===== src/rtl/strobe_pkg.sv =====
// Shared types and default widths for the strobe scheduler.
package strobe_pkg;

  localparam int unsigned PERIOD_W_DEF = 8;
  localparam int unsigned BURST_W_DEF  = 4;

  typedef enum logic [0:0] {
    StIdle,
    StRun
  } sched_state_t;

endpackage


===== src/rtl/strobe_div.sv =====
// Loadable down-counter divider: ticks once every latched-period cycles while enabled.
module strobe_div
  import strobe_pkg::*;
#(
  parameter int unsigned PERIOD_W = PERIOD_W_DEF
) (
  input  logic                clk_i,
  input  logic                rst_ni,
  input  logic                load_i,
  input  logic [PERIOD_W-1:0] period_i,
  input  logic                en_i,
  output logic                tick_o
);

  logic [PERIOD_W-1:0] period_q, period_d;
  logic [PERIOD_W-1:0] cnt_q, cnt_d;
  logic [PERIOD_W-1:0] period_eff;

  assign period_eff = (period_i == '0) ? PERIOD_W'(1) : period_i;
  assign tick_o     = en_i && (cnt_q == '0);

  // The load cycle itself emits a strobe, so the counter holds cycles until the next one.
  always_comb begin
    period_d = period_q;
    cnt_d    = cnt_q;
    if (load_i) begin
      period_d = period_eff;
      cnt_d    = period_eff - PERIOD_W'(1);
    end else if (en_i) begin
      if (cnt_q == '0) begin
        cnt_d = period_q - PERIOD_W'(1);
      end else begin
        cnt_d = cnt_q - PERIOD_W'(1);
      end
    end
  end

  always_ff @(posedge clk_i or negedge rst_ni) begin
    if (!rst_ni) begin
      period_q <= '0;
      cnt_q    <= '0;
    end else begin
      period_q <= period_d;
      cnt_q    <= cnt_d;
    end
  end

endmodule


===== src/rtl/strobe_sched.sv =====
// Programmable strobe scheduler (continuous or burst). Define STROBE_SCHED_RETRIGGER_EN
// to let start restart an active run.
module strobe_sched
  import strobe_pkg::*;
#(
  parameter int unsigned PERIOD_W = PERIOD_W_DEF,
  parameter int unsigned BURST_W  = BURST_W_DEF
) (
  input  logic                clk_i,
  input  logic                rst_ni,
  input  logic                start_i,
  input  logic                stop_i,
  input  logic [PERIOD_W-1:0] period_i,
  input  logic [BURST_W-1:0]  burst_len_i,
  output logic                strobe_out_o,
  output logic                strobe_out_q_o,
  output logic                busy_o,
  output logic                done_o,
  output logic [BURST_W-1:0]  strobe_count_o
);

`ifdef STROBE_SCHED_RETRIGGER_EN
  localparam bit Retrigger = 1'b1;
`else
  localparam bit Retrigger = 1'b0;
`endif

  sched_state_t       state_q, state_d;
  logic [BURST_W-1:0] burst_q, burst_d;
  logic [BURST_W-1:0] count_q, count_d;
  logic               strobe_q, strobe_d;
  logic               done_q, done_d;
  logic               strobe_dly_q;
  logic               div_load, div_en, div_tick;

  strobe_div #(
    .PERIOD_W (PERIOD_W)
  ) u_div (
    .clk_i    (clk_i),
    .rst_ni   (rst_ni),
    .load_i   (div_load),
    .period_i (period_i),
    .en_i     (div_en),
    .tick_o   (div_tick)
  );

  always_comb begin
    state_d  = state_q;
    burst_d  = burst_q;
    count_d  = count_q;
    strobe_d = 1'b0;
    done_d   = 1'b0;
    div_load = 1'b0;
    div_en   = 1'b0;
    unique case (state_q)
      StIdle: begin
        if (start_i && !stop_i) begin
          state_d  = StRun;
          burst_d  = burst_len_i;
          count_d  = BURST_W'(1);
          strobe_d = 1'b1;
          div_load = 1'b1;
        end
      end
      StRun: begin
        if (stop_i) begin
          state_d = StIdle;
        end else if (Retrigger && start_i) begin
          burst_d  = burst_len_i;
          count_d  = BURST_W'(1);
          strobe_d = 1'b1;
          div_load = 1'b1;
        end else if ((burst_q != '0) && (count_q == burst_q)) begin
          // The final strobe went out on the previous edge; this edge completes the burst.
          state_d = StIdle;
          done_d  = 1'b1;
        end else begin
          div_en = 1'b1;
          if (div_tick) begin
            strobe_d = 1'b1;
            count_d  = count_q + BURST_W'(1);
          end
        end
      end
      default: state_d = StIdle;
    endcase
  end

  always_ff @(posedge clk_i or negedge rst_ni) begin
    if (!rst_ni) begin
      state_q      <= StIdle;
      burst_q      <= '0;
      count_q      <= '0;
      strobe_q     <= 1'b0;
      done_q       <= 1'b0;
      strobe_dly_q <= 1'b0;
    end else begin
      state_q      <= state_d;
      burst_q      <= burst_d;
      count_q      <= count_d;
      strobe_q     <= strobe_d;
      done_q       <= done_d;
      strobe_dly_q <= strobe_q;
    end
  end

  assign strobe_out_o   = strobe_q;
  assign strobe_out_q_o = strobe_dly_q;
  assign busy_o         = (state_q == StRun);
  assign done_o         = done_q;
  assign strobe_count_o = count_q;

endmodule


===== config.mk =====
export PLATFORM = sky130hd
export DESIGN_NAME = strobe_sched
export DESIGN_NICKNAME = d
export VERILOG_FILES = /design/src/rtl/strobe_pkg.sv /design/src/rtl/strobe_div.sv /design/src/rtl/strobe_sched.sv
export SDC_FILE = /design/constraint.sdc
export NUM_CORES = 1
export LEC_CHECK = 0
export CAP_MARGIN = 20
export CORE_MARGIN = 8
export CORE_UTILIZATION = 63
export DETAILED_ROUTE_END_ITERATION = 6
export DONT_BUFFER_PORTS = 1
export PLACE_DENSITY = 0.78
export REMOVE_ABC_BUFFERS = 1
export SLEW_MARGIN = 5
export SYNTH_ARGS = -nofsm -noshare
export SYNTH_HDL_FRONTEND = slang
export SYNTH_SLANG_ARGS = --single-unit
export TNS_END_PERCENT = 5

===== constraint.sdc =====
create_clock -name clk_i -period 5.6 [get_ports clk_i]
set_input_delay 1.12 -clock clk_i [delete_from_list [all_inputs] [get_ports clk_i]]
set_output_delay 1.12 -clock clk_i [all_outputs]
set_load 0.01 [all_outputs]

=== Word-level counts from Yosys, hierarchy flattened ===
Cells that the tools add are included.

* Bitwise gates (word level): 1
* Equality and inequality tests: 5
* Add/sub/neg operators: 4
* Reduce and logical (&&, ||, !) cells: 10
* Multiplexer cells: 22

{| class="wikitable"
|+ Operators with widths
! kind !! number
|-
| $mux W8 || 4
|-
| $sub A8 B1 Y8 const B || 3
|-
| $logic_not A8 Y1 || 2
|-
| $mux W4 || 4
|-
| $mux W1 || 11
|-
| $pmux W4 S2 || 1
|-
| $ne A2 B2 Y1 const B || 3
|-
| $add A4 B1 Y4 const B || 1
|-
| $eq A4 B4 Y1 || 1
|-
| $pmux W1 S2 || 2
|-
| $reduce_and A4 Y1 || 1
|-
| $reduce_bool A4 Y1 || 1
|-
| $logic_and A1 B1 Y1 || 3
|-
| $ne A2 B1 Y1 const B || 1
|-
| $reduce_and A2 Y1 || 1
|-
| $reduce_bool A2 Y1 || 1
|-
| $logic_not A1 Y1 || 1
|-
| $not A1 Y1 || 1
|}

* Input bits: 16
* Register bits after elaboration: 28

=== Logic depth before layout (Yosys ltp) ===
Gate-level depths: netlist of run 1.

* Word-level depth: 10
* Depth in mapped cells: 8

=== Hierarchy ===
A second synthesis of run 1 with hierarchy kept.

* Cell total of the unflattened synthesis: 167
* Area, all modules: 1680.4 um2

{| class="wikitable"
|+ By module, submodules not included
! module !! area an instance (um2) !! instances !! sequential area each (um2) !! cells each
|-
| strobe_div || 1016.0 || 1 || 400.4 || 105
|-
| strobe_sched || 664.4 || 1 || 300.3 || 62
|}

=== Worst setup path after synthesis of run 1 ===
No wires, ideal clock.

* Path kind: input-to-reg
* From: input stop_i
* To: register u_div.cnt_q[4]
* Cell stages on the path: 8
* Data arrival time: 2.591 ns
* Path slack: 2.885 ns
* Buffers on the path: 1
* Cells stage by stage: or3b_1 buf_2 a211o_1 nand2_1 ha_1 nand3_1 xor2_1 mux2_2

* Longest elaborated chain between the ends: 5
* Elaborated cells between the ends (all ways): 8

{| class="wikitable"
|+ Ends and longest elaborated chain
! item !! line !! source
|-
| start: declaration || strobe_sched.sv:12 || <nowiki>input logic stop_i,</nowiki>
|-
| $logic_not A1 Y1 || strobe_sched.sv:57 || <nowiki>if (start_i && !stop_i) begin</nowiki>
|-
| $logic_and A1 B1 Y1 || strobe_sched.sv:57 ||
|-
| $mux W1 || strobe_sched.sv:57 ||
|-
| $mux W1 || strobe_sched.sv:55 || <nowiki>unique case (state_q)</nowiki>
|-
| $mux W8 / $reduce_bool A2 Y1 (equally long branches) || -- ||
|-
| end signal: assignment || strobe_div.sv:44 || <nowiki>cnt_q <= cnt_d;</nowiki>
|-
| end: declaration || strobe_div.sv:16 || <nowiki>logic [PERIOD_W-1:0] cnt_q, cnt_d;</nowiki>
|}

Several ways; a longest one is shown, not always the timed one.
A chain may end at the register's enable or synchronous reset.

=== Worst setup path after layout of run 1 ===
Same ends and word-level chain as after synthesis.

==> results of run 1 <==
-- logic make-up after synthesis --
family          Yosys count  synth area share, %
compound gates           24                 12.2
xor+xnor                 11                 6.47
fa+ha+maj                 2                 1.68
buf+inv                   8                 2.27
flops                    28                 47.1
mux                       4                 3.19
simple gates             80                 27.1
-- synthesized netlist by cell type, types with 3 or more instances --
| cell type | instances |
|---|---|
| a211o_1 | 5 |
| buf_2 | 3 |
| dfrtp_1 | 28 |
| inv_1 | 3 |
| nand2_1 | 48 |
| nand2b_1 | 3 |
| nand3_1 | 3 |
| nor2_1 | 5 |
| nor3_1 | 4 |
| nor4b_1 | 6 |
| o21ai_0 | 7 |
| or2_2 | 3 |
| xnor2_1 | 3 |
| xor2_1 | 8 |
-- report_power, final --
part | switching (W) | internal [W]
Combinational | 0.000110 | 0.000102
Clock | 0.0000576 | 0.0000724
Sequential | 0.0000708 | 0.000252
-- metrics by stage --
| step | hold slack [ns] | instances |
|---|---|---|
| after floorplan | 0.416 | 152 |
| after global placement | 0.435 | 181 |
| after detailed placement | 0.441 | 181 |
| after CTS | 0.458 | 185 |
| after global routing | 0.439 | 185 |
| final | 0.467 | 185 |
-- final timing paths --
path                                   start           endpoint  slack, ns  cells after the start
hold / removal                        rst_ni  strobe_count_o[3]       0.47                      0
min in group clk_i              strobe_out_o     strobe_out_q_o       0.47                      0
hold reg to reg                 strobe_out_o     strobe_out_q_o       0.47                      0
setup / recovery                      stop_i     u_div.cnt_q[4]       2.91                      7
setup reg to reg           strobe_count_o[0]     u_div.cnt_q[3]       2.99                      6
max in group asynchronous             rst_ni  u_div.period_q[3]       5.06                      0
-- sequential cells by signal, summed over array words and instances, names as in the netlist --
register,flops
u_div.cnt_q,8
u_div.period_q,8
burst_q,4
strobe_count_o,4
busy_o,1
done_o,1
strobe_out_o,1
strobe_out_q_o,1
-- per-layer routing --
metal | global-route usage, % | vias up | share of wire, % | wire length (microns)
met5 | 0 | - | 0 | 0
met4 | 5.99 | 0 | 1.8 | 58
met3 | 4.47 | 9 | 6.1 | 193
met2 | 27.3 | 34 | 51 | 1620
met1 | 17.1 | 565 | 41 | 1270
li1 | - | 545 | - | -
-- worst max-delay path: stages --
cell and delay, ns:
or3b_1 0.60, a211o_1 0.37, nand2_1 0.10, ha_1 0.20
nand3_1 0.11, xor2_1 0.15, mux2_2 0.26
-- final cells by class --
cell class	count	area [sq um]	share of cell area, %
multi-input cells	121	754	48.3
flip-flops and latches	28	701	44.9
well taps	28	35.0	2.24
clock inverters	1	30.0	1.92
clock buffers	3	22.5	1.44
inverters	3	11.3	0.721
repair buffers	1	7.51	0.481
==> results by group, run 1 <==
Finish
  – Most common cell after layout, fill and taps aside: nand2_1
  – N_diodes: 0
  – Layout cells sized above 1: 10.8%
  – Cell area after layout: 1560 sq um
  – Filler cells: 187
  – Final cell utilization of the core: 69.9%
  – Fin nets: 176
  – Most frequent cells in the layout: 48 x nand2_1, 28 x dfrtp_1, 8 x xor2_1, 7 x o21ai_0, 6 x nor4b_1
  – Layout area overhead: 4.87%

GRT
  – Largest net degree at the start of global routing: 29
  – Vias in the first global route: 1160
  – Global route overflow: 0
  – Initial antenna violation count: 0
  – First-pass GRT wire length: 5.33 mm
  – Total Routing Usage GR: 15.5%

Detailed routing
  – Detailed Route WL: 3.14 mm
  – Vias per Instance: 6.23
  – Wirelength per Cell: 17.0 microns
  – DRC violations left: 0
  – Final ANT Viol Nets: 0
  – DR pass1 iterations: 4
  – DR iter-0 viols: 72
  – Vias: 1153

STA
  – FMAX: 372 MHz
  – Worst slew pin tran: 0.974 ns
  – Slew Limit Fails: 0
  – Crit share post-route: 48.0%
  – Final TNS setup: 0 ns
  – Endpoints failing hold: 0
  – Worst setup margin: 2.91 ns
  – # setup viols final: 0
  – Period minus WS final: 2.69 ns
  – RSZ-0062 raised after global routing: false
  – Max-slew headroom: 34.7%
  – Skew final: 0.00198 ns

CTS
  – CTS buffer count: 3
  – Post-CTS sizing: 0
  – Htree depth: 1
  – Skew-Pair Late Insertion Delay: 0.32 ns
  – Setup Buffers After CTS: 0
  – Root Driver: clkbuf_4
  – Hold buffer count at CTS: 0
  – Reg clk slew, reported paths: 0.15 ns
  – Sink Count: 28
  – CTS Buffer Depth: 2
  – CTS tree: yes

Place
  – Gp weighted congestion: 0.921
  – Area post-placement: 1510 sq um
  – Detailed Place HPWL: 2.31 mm
  – I/O Buffers: 0
  – Pre-CTS worst setup slack: 2.58 ns

Setup path
  – Crit end category: register
  – Startpoint types: input pin
  – Arr. time, crit path: 2.92 ns
  – CP required: 5.83 ns
  – Setup CP Type: in -> reg
  – Worst-path fanout max: 15

Floorplan
  – Die Width: 64.6 microns
  – Initial Util: 66.7%
  – Total I/O pin count: 24
  – Vert. Die Dim: 64.6 microns
  – Core ar.: 2230 sq um
  – Row Count: 17
  – Die Footprint: 4180 sq um

Synth
  – Mapped Avg Cell Area: 9.48 sq um
  – Yosys top cell area share: 47.1%
  – Area leader, netlist: dfrtp_1
  – Synth Flop Type: dfrtp_1
  – Seq/Total Area, Yosys: 47.1%
  – Synth warnings: 0
  – Post-Syn Area: 1490 sq um
  – Post-synth EDFFs: 0
  – Synthesized flop and latch total: 28
  – Most area-consuming cells after synthesis: dfrtp_1 47%, nand2_1 12%, xor2_1 4.7%
  – Synth unique cells: 36
  – FFs w/ async S/R, synth: 100%
  – Cell count after synthesis: 157

Min path
  – Hold WC Path Type: in -> async

Power
  – PD cells: 426 nW/um^2
  – Overall Power: 0.000666 W
  – Maximum VDD drop: 0.000272 V
  – Leakage: 0.715 nW

Outcome
  – Status: finished, final reports clean

Run
  – Max Cap Violations: 0
Power figures use the tool's default switching activity.
==> run 2, diff against run 1 <==
Settings changed: CORE_UTILIZATION 63 to 61, PLACE_DENSITY 0.78 to 0.76.
Clock period 5.6 ns to 2.5 ns, I/O delays scaled along.
==> results by group, run 2 (same netlist as run 1, synthesis figures left out) <==
Detailed routing
  – Detailed Route WL: 3.37 mm
  – DR iter-0 viols: 96
  – DRC violations left: 0
  – Vias per Instance: 6.21
  – Vias: 1204
  – DR pass1 iterations: 4
  – Final ANT Viol Nets: 0
  – Wirelength per Cell: 17.4 microns

Power
  – Maximum VDD drop: 0.000547 V
  – Leakage: 0.753 nW
  – PD cells: 940 nW/um^2

STA
  – Final TNS setup: 0 ns
  – FMAX: 443 MHz
  – Crit share post-route: 90.2%
  – Endpoints failing hold: 0
  – Slew Limit Fails: 0
  – Max-slew headroom: 62.5%
  – Period minus WS final: 2.26 ns
  – RSZ-0062 raised after global routing: false
  – Worst slew pin tran: 0.562 ns
  – Skew final: 0.00197 ns
  – # setup viols final: 0

Floorplan
  – Die Footprint: 4280 sq um
  – Initial Util: 62.4%
  – Core ar.: 2390 sq um
  – Vert. Die Dim: 65.4 microns
  – Row Count: 18
  – Die Width: 65.4 microns
  – Total I/O pin count: 24

Finish
  – N_diodes: 0
  – Most common cell after layout, fill and taps aside: nand2_1
  – Cell area after layout: 1630 sq um
  – Filler cells: 190
  – Fin nets: 183
  – Most frequent cells in the layout: 48 x nand2_1, 28 x dfrtp_1, 8 x xor2_1, 7 x o21ai_0
  – Largest registers: u_div.cnt_q (8), u_div.period_q (8)
  – Layout area overhead: 9.58%
  – Layout cells sized above 1: 14.0%

Setup path
  – Worst-path fanout max: 14
  – Setup CP Type: reg -> reg
  – CP max-delay cell: nor3b_4
  – Startpoint types: register
  – Arr. time, crit path: 2.53 ns
  – Crit path largest cell delay: 0.53 ns
  – CP startpoint: busy_o
  – Crit end category: register
  – Cell Chain, Critical Path: nor3b_4, nand2b_1, a222oi_1, nand4_1, xor2_1, o21ai_1
  – FF-to-FF Start: busy_o
  – Crit path buffers/inverters: 0
  – CP required: 2.78 ns
  – Crit path max-delay family: simple AND/OR/NAND/NOR gates

Min path
  – Hold WC Path Type: in -> reg
  – Hold Path Origin: period_i[5]

Place
  – Detailed Place HPWL: 2.57 mm
  – Area post-placement: 1550 sq um
  – I/O Buffers: 0
  – Gp weighted congestion: 0.893

CTS
  – Setup Buffers After CTS: 0
  – Root Driver: clkbuf_4
  – Htree depth: 1
  – Skew-Pair Late Insertion Delay: 0.34 ns
  – Reg clk slew, reported paths: 0.15 ns
  – Post-CTS sizing: 0
  – Sink Count: 28
  – CTS Buffer Depth: 2
  – CTS tree: yes
  – CTS buffer count: 3

GRT
  – Largest net degree at the start of global routing: 29
  – Global route overflow: 0
  – Vias in the first global route: 1268
  – Total Routing Usage GR: 17.2%
  – First-pass GRT wire length: 5.84 mm
  – Initial antenna violation count: 0

Outcome
  – Status: finished, final reports clean

Run
  – Max Cap Violations: 0
## run 2: cell count changes in the layout (fill, tap and decap cells not counted)
cell | before | now
dlygate4sd3_1 | 0 | 1
buf_4 | 1 | 6
buf_12 | 0 | 1
## run 2: cell type report
cell class                 instances  area [sq um]  share of cell area (%)
clock buffer                       3          22.5                    1.38
inverter                           3          11.3                   0.690
multi-input combinational        121           754                    46.2
sequential                        28           701                    42.9
tap                               30          37.5                    2.30
clock inverter                     1          30.0                    1.84
timing repair buffer               8          75.1                    4.60
## run 2: metrics by stage
| stage | power (W) | setup WS [ns] | util, % | cells | hold slack, ns |
|---|---|---|---|---|---|
| after floorplan | 0.00108 | 0.198 | - | 152 | 0.204 |
| after global placement | 0.00120 | 0.246 | 64.9 | 188 | 0.205 |
| after detailed placement | 0.00122 | 0.264 | 64.9 | 188 | 0.205 |
| after CTS | 0.00154 | 0.227 | 68.3 | 194 | 0.246 |
| after global routing | 0.00164 | 0.128 | 68.3 | 194 | 0.256 |
| final | 0.00153 | 0.244 | 68.3 | 194 | 0.251 |
## run 2: path summary, 6_finish.rpt
| check | endpoint | slack [ns] | depth (start not counted) |
|---|---|---|---|
| setup / recovery | u_div.cnt_q[7] | 0.24 | 6 |
| hold / removal | u_div.period_q[5] | 0.25 | 2 |
| setup reg to reg | u_div.cnt_q[7] | 0.24 | 6 |
| hold reg to reg | strobe_out_q_o | 0.48 | 0 |
| max in group asynchronous | u_div.period_q[4] | 1.78 | 2 |
| min in group asynchronous | strobe_out_q_o | 0.57 | 2 |
## run 2: what timing repair did
action,CTS,global route
hold buffers,2,0
endpoints found under the hold margin,28,0
setup endpoints to repair,0,0
## run 2: report_power, final
part           total [W]  switching, W  leakage [nW]  internal [W]
sequential      0.000722      0.000157         0.349      0.000565
clock           0.000300      0.000138        0.0279      0.000163
combinational   0.000512      0.000260         0.376      0.000252
total            0.00153      0.000555         0.753      0.000980
## run 2: routing by layer
layer  GRT usage [%]  part of all wire, %
met5               0                    0
met4            9.26                  2.0
met3            4.08                  6.6
met2            29.0                   51
met1            19.8                   40
==> run 3, diff against run 2 <==
Settings changed: CTS_CLUSTER_SIZE set to 40, SETUP_SLACK_MARGIN set to 0.5, SKIP_CTS_REPAIR_TIMING set to 1.
==> results by group, run 3 (same netlist as run 1, synthesis figures left out) <==
STA
  – RSZ-0062 raised after global routing: true
  – Skew final: 0.00169 ns
  – Max-slew headroom: 69.1%
  – Period minus WS final: 2.13 ns
  – Final TNS setup: 0 ns
  – Crit share post-route: 85.4%
  – Endpoints failing hold: 0
  – Slew Limit Fails: 0
  – FMAX: 469 MHz
  – # setup viols final: 0
  – Worst slew pin tran: 0.461 ns

Setup path
  – Startpoint types: register
  – CP required: 2.78 ns
  – Arr. time, crit path: 2.41 ns
  – Worst-path fanout max: 6
  – FF-to-FF Start: busy_o
  – Setup CP Type: reg -> reg
  – Crit end category: register
  – R2r setup slk: 0.37 ns
  – R2r worst-path depth: 9
  – FF-to-FF End: u_div.cnt_q[7]

Finish
  – Fin nets: 191
  – Multi-input gate area: 815 sq um
  – Layout cells sized above 1: 22.1%
  – Most frequent cells in the layout: 47 x nand2_1, 27 x dfrtp_1, 13 x buf_4, 8 x xor2_1, 6 x nor4b_1
  – Most common cell after layout, fill and taps aside: nand2_1
  – Largest registers: u_div.cnt_q (8), u_div.period_q (8)
  – Register area: 702 sq um
  – Filler cells: 180
  – Layout area overhead: 17.2%
  – Final Non-Filler Cells: 202
  – N_diodes: 0

Floorplan
  – Die Footprint: 4280 sq um
  – Total I/O pin count: 24
  – Initial Util: 62.4%
  – Row Count: 18
  – Die Width: 65.4 microns
  – Vert. Die Dim: 65.4 microns
  – Core ar.: 2390 sq um

Place
  – I/O Buffers: 0
  – Placed insts: 188
  – Detailed Place HPWL: 2.57 mm
  – Gp weighted congestion: 0.893

Min path
  – Hold Path Origin: period_i[5]
  – Hold WC Path Type: in -> reg
  – Hold depth: 2
  – Hold endpoint: u_div.period_q[5]

GRT
  – Largest net degree at the start of global routing: 29
  – Vias in the first global route: 1263
  – Total Routing Usage GR: 17.2%
  – Global route overflow: 0
  – First-pass GRT wire length: 5.82 mm
  – Initial antenna violation count: 0

CTS
  – Root Driver: clkbuf_4
  – Htree depth: 1
  – Skew-Pair Late Insertion Delay: 0.34 ns
  – Sink Count: 28
  – Reg clk slew, reported paths: 0.15 ns
  – CTS tree: yes
  – CTS Buffer Depth: 2
  – CTS buffer count: 3

Detailed routing
  – Wirelength per Cell: 19.0 microns
  – Vias: 1264
  – Final ANT Viol Nets: 0
  – DR iter-0 viols: 73
  – Detailed Route WL: 3.84 mm
  – Vias per Instance: 6.26
  – DR pass1 iterations: 4
  – DRC violations left: 0

Outcome
  – Status: finished, final reports clean

Power
  – Maximum VDD drop: 0.000586 V
  – Leakage: 0.797 nW
  – PD cells: 942 nW/um^2

Run
  – Max Cap Violations: 0
[run 3: worst max-delay path by stage]
stage                 from              to  slack (ns)  cells after the start
global route        busy_o  u_div.cnt_q[7]        0.33                      9
global placement    stop_i  u_div.cnt_q[6]        0.25                      6
detailed placement  stop_i  u_div.cnt_q[4]        0.26                      7
CTS                 busy_o  u_div.cnt_q[7]        0.23                      6
finish              busy_o  u_div.cnt_q[7]        0.37                      9
floorplan           busy_o  u_div.cnt_q[4]        0.20                      7
[run 3: worst max-delay path, stage by stage, from the launching register on]
cell and delay (ns):
dfrtp_2 0.44, nor3b_4 0.08, buf_4 0.14, buf_4 0.13, a211o_1 0.24, a222oi_1 0.40, buf_4 0.20, nand4_1 0.12
xor2_1 0.17, o21ai_1 0.14
[run 3: metal layers]
metal  up-vias  GRT usage [%]  wire (microns)
met2        54           28.9            1980
met5         -              0               0
met4         0           9.26              68
met3         9           4.08             283
met1       623           19.6            1510
li1        578              -               -
[run 3: cell type report]
class	count	area share [%]
well taps	30	2.15
repair buffers	15	7.31
flip-flops and latches	28	40.2
inverters	3	0.645
clock inverters	1	1.72
multi-input cells	122	46.7
clock buffers	3	1.29
[run 3: power by group]
part / internal, W / switching [W] / leakage, nW
Clock: 0.000163 / 0.000141 / 0.0279
Combinational: 0.000300 / 0.000304 / 0.421
Sequential: 0.000565 / 0.000171 / 0.347
Total: 0.00103 / 0.000616 / 0.797
[run 3: stage by stage]
step / hold slack (ns) / instance area, sq um / worst slack (ns) / total power (W) / util, %
2_1_floorplan: 0.204 / 1470 / 0.198 / 0.00108 / -
3_3_place_gp: 0.205 / 1550 / 0.246 / 0.00120 / 64.9
3_5_place_dp: 0.205 / 1550 / 0.264 / 0.00122 / 64.9
4_1_cts: -0.181 / 1600 / 0.227 / 0.00152 / 67.1
5_1_grt: 0.251 / 1750 / 0.329 / 0.00174 / 73.1
6_report: 0.249 / 1750 / 0.366 / 0.00164 / 73.1
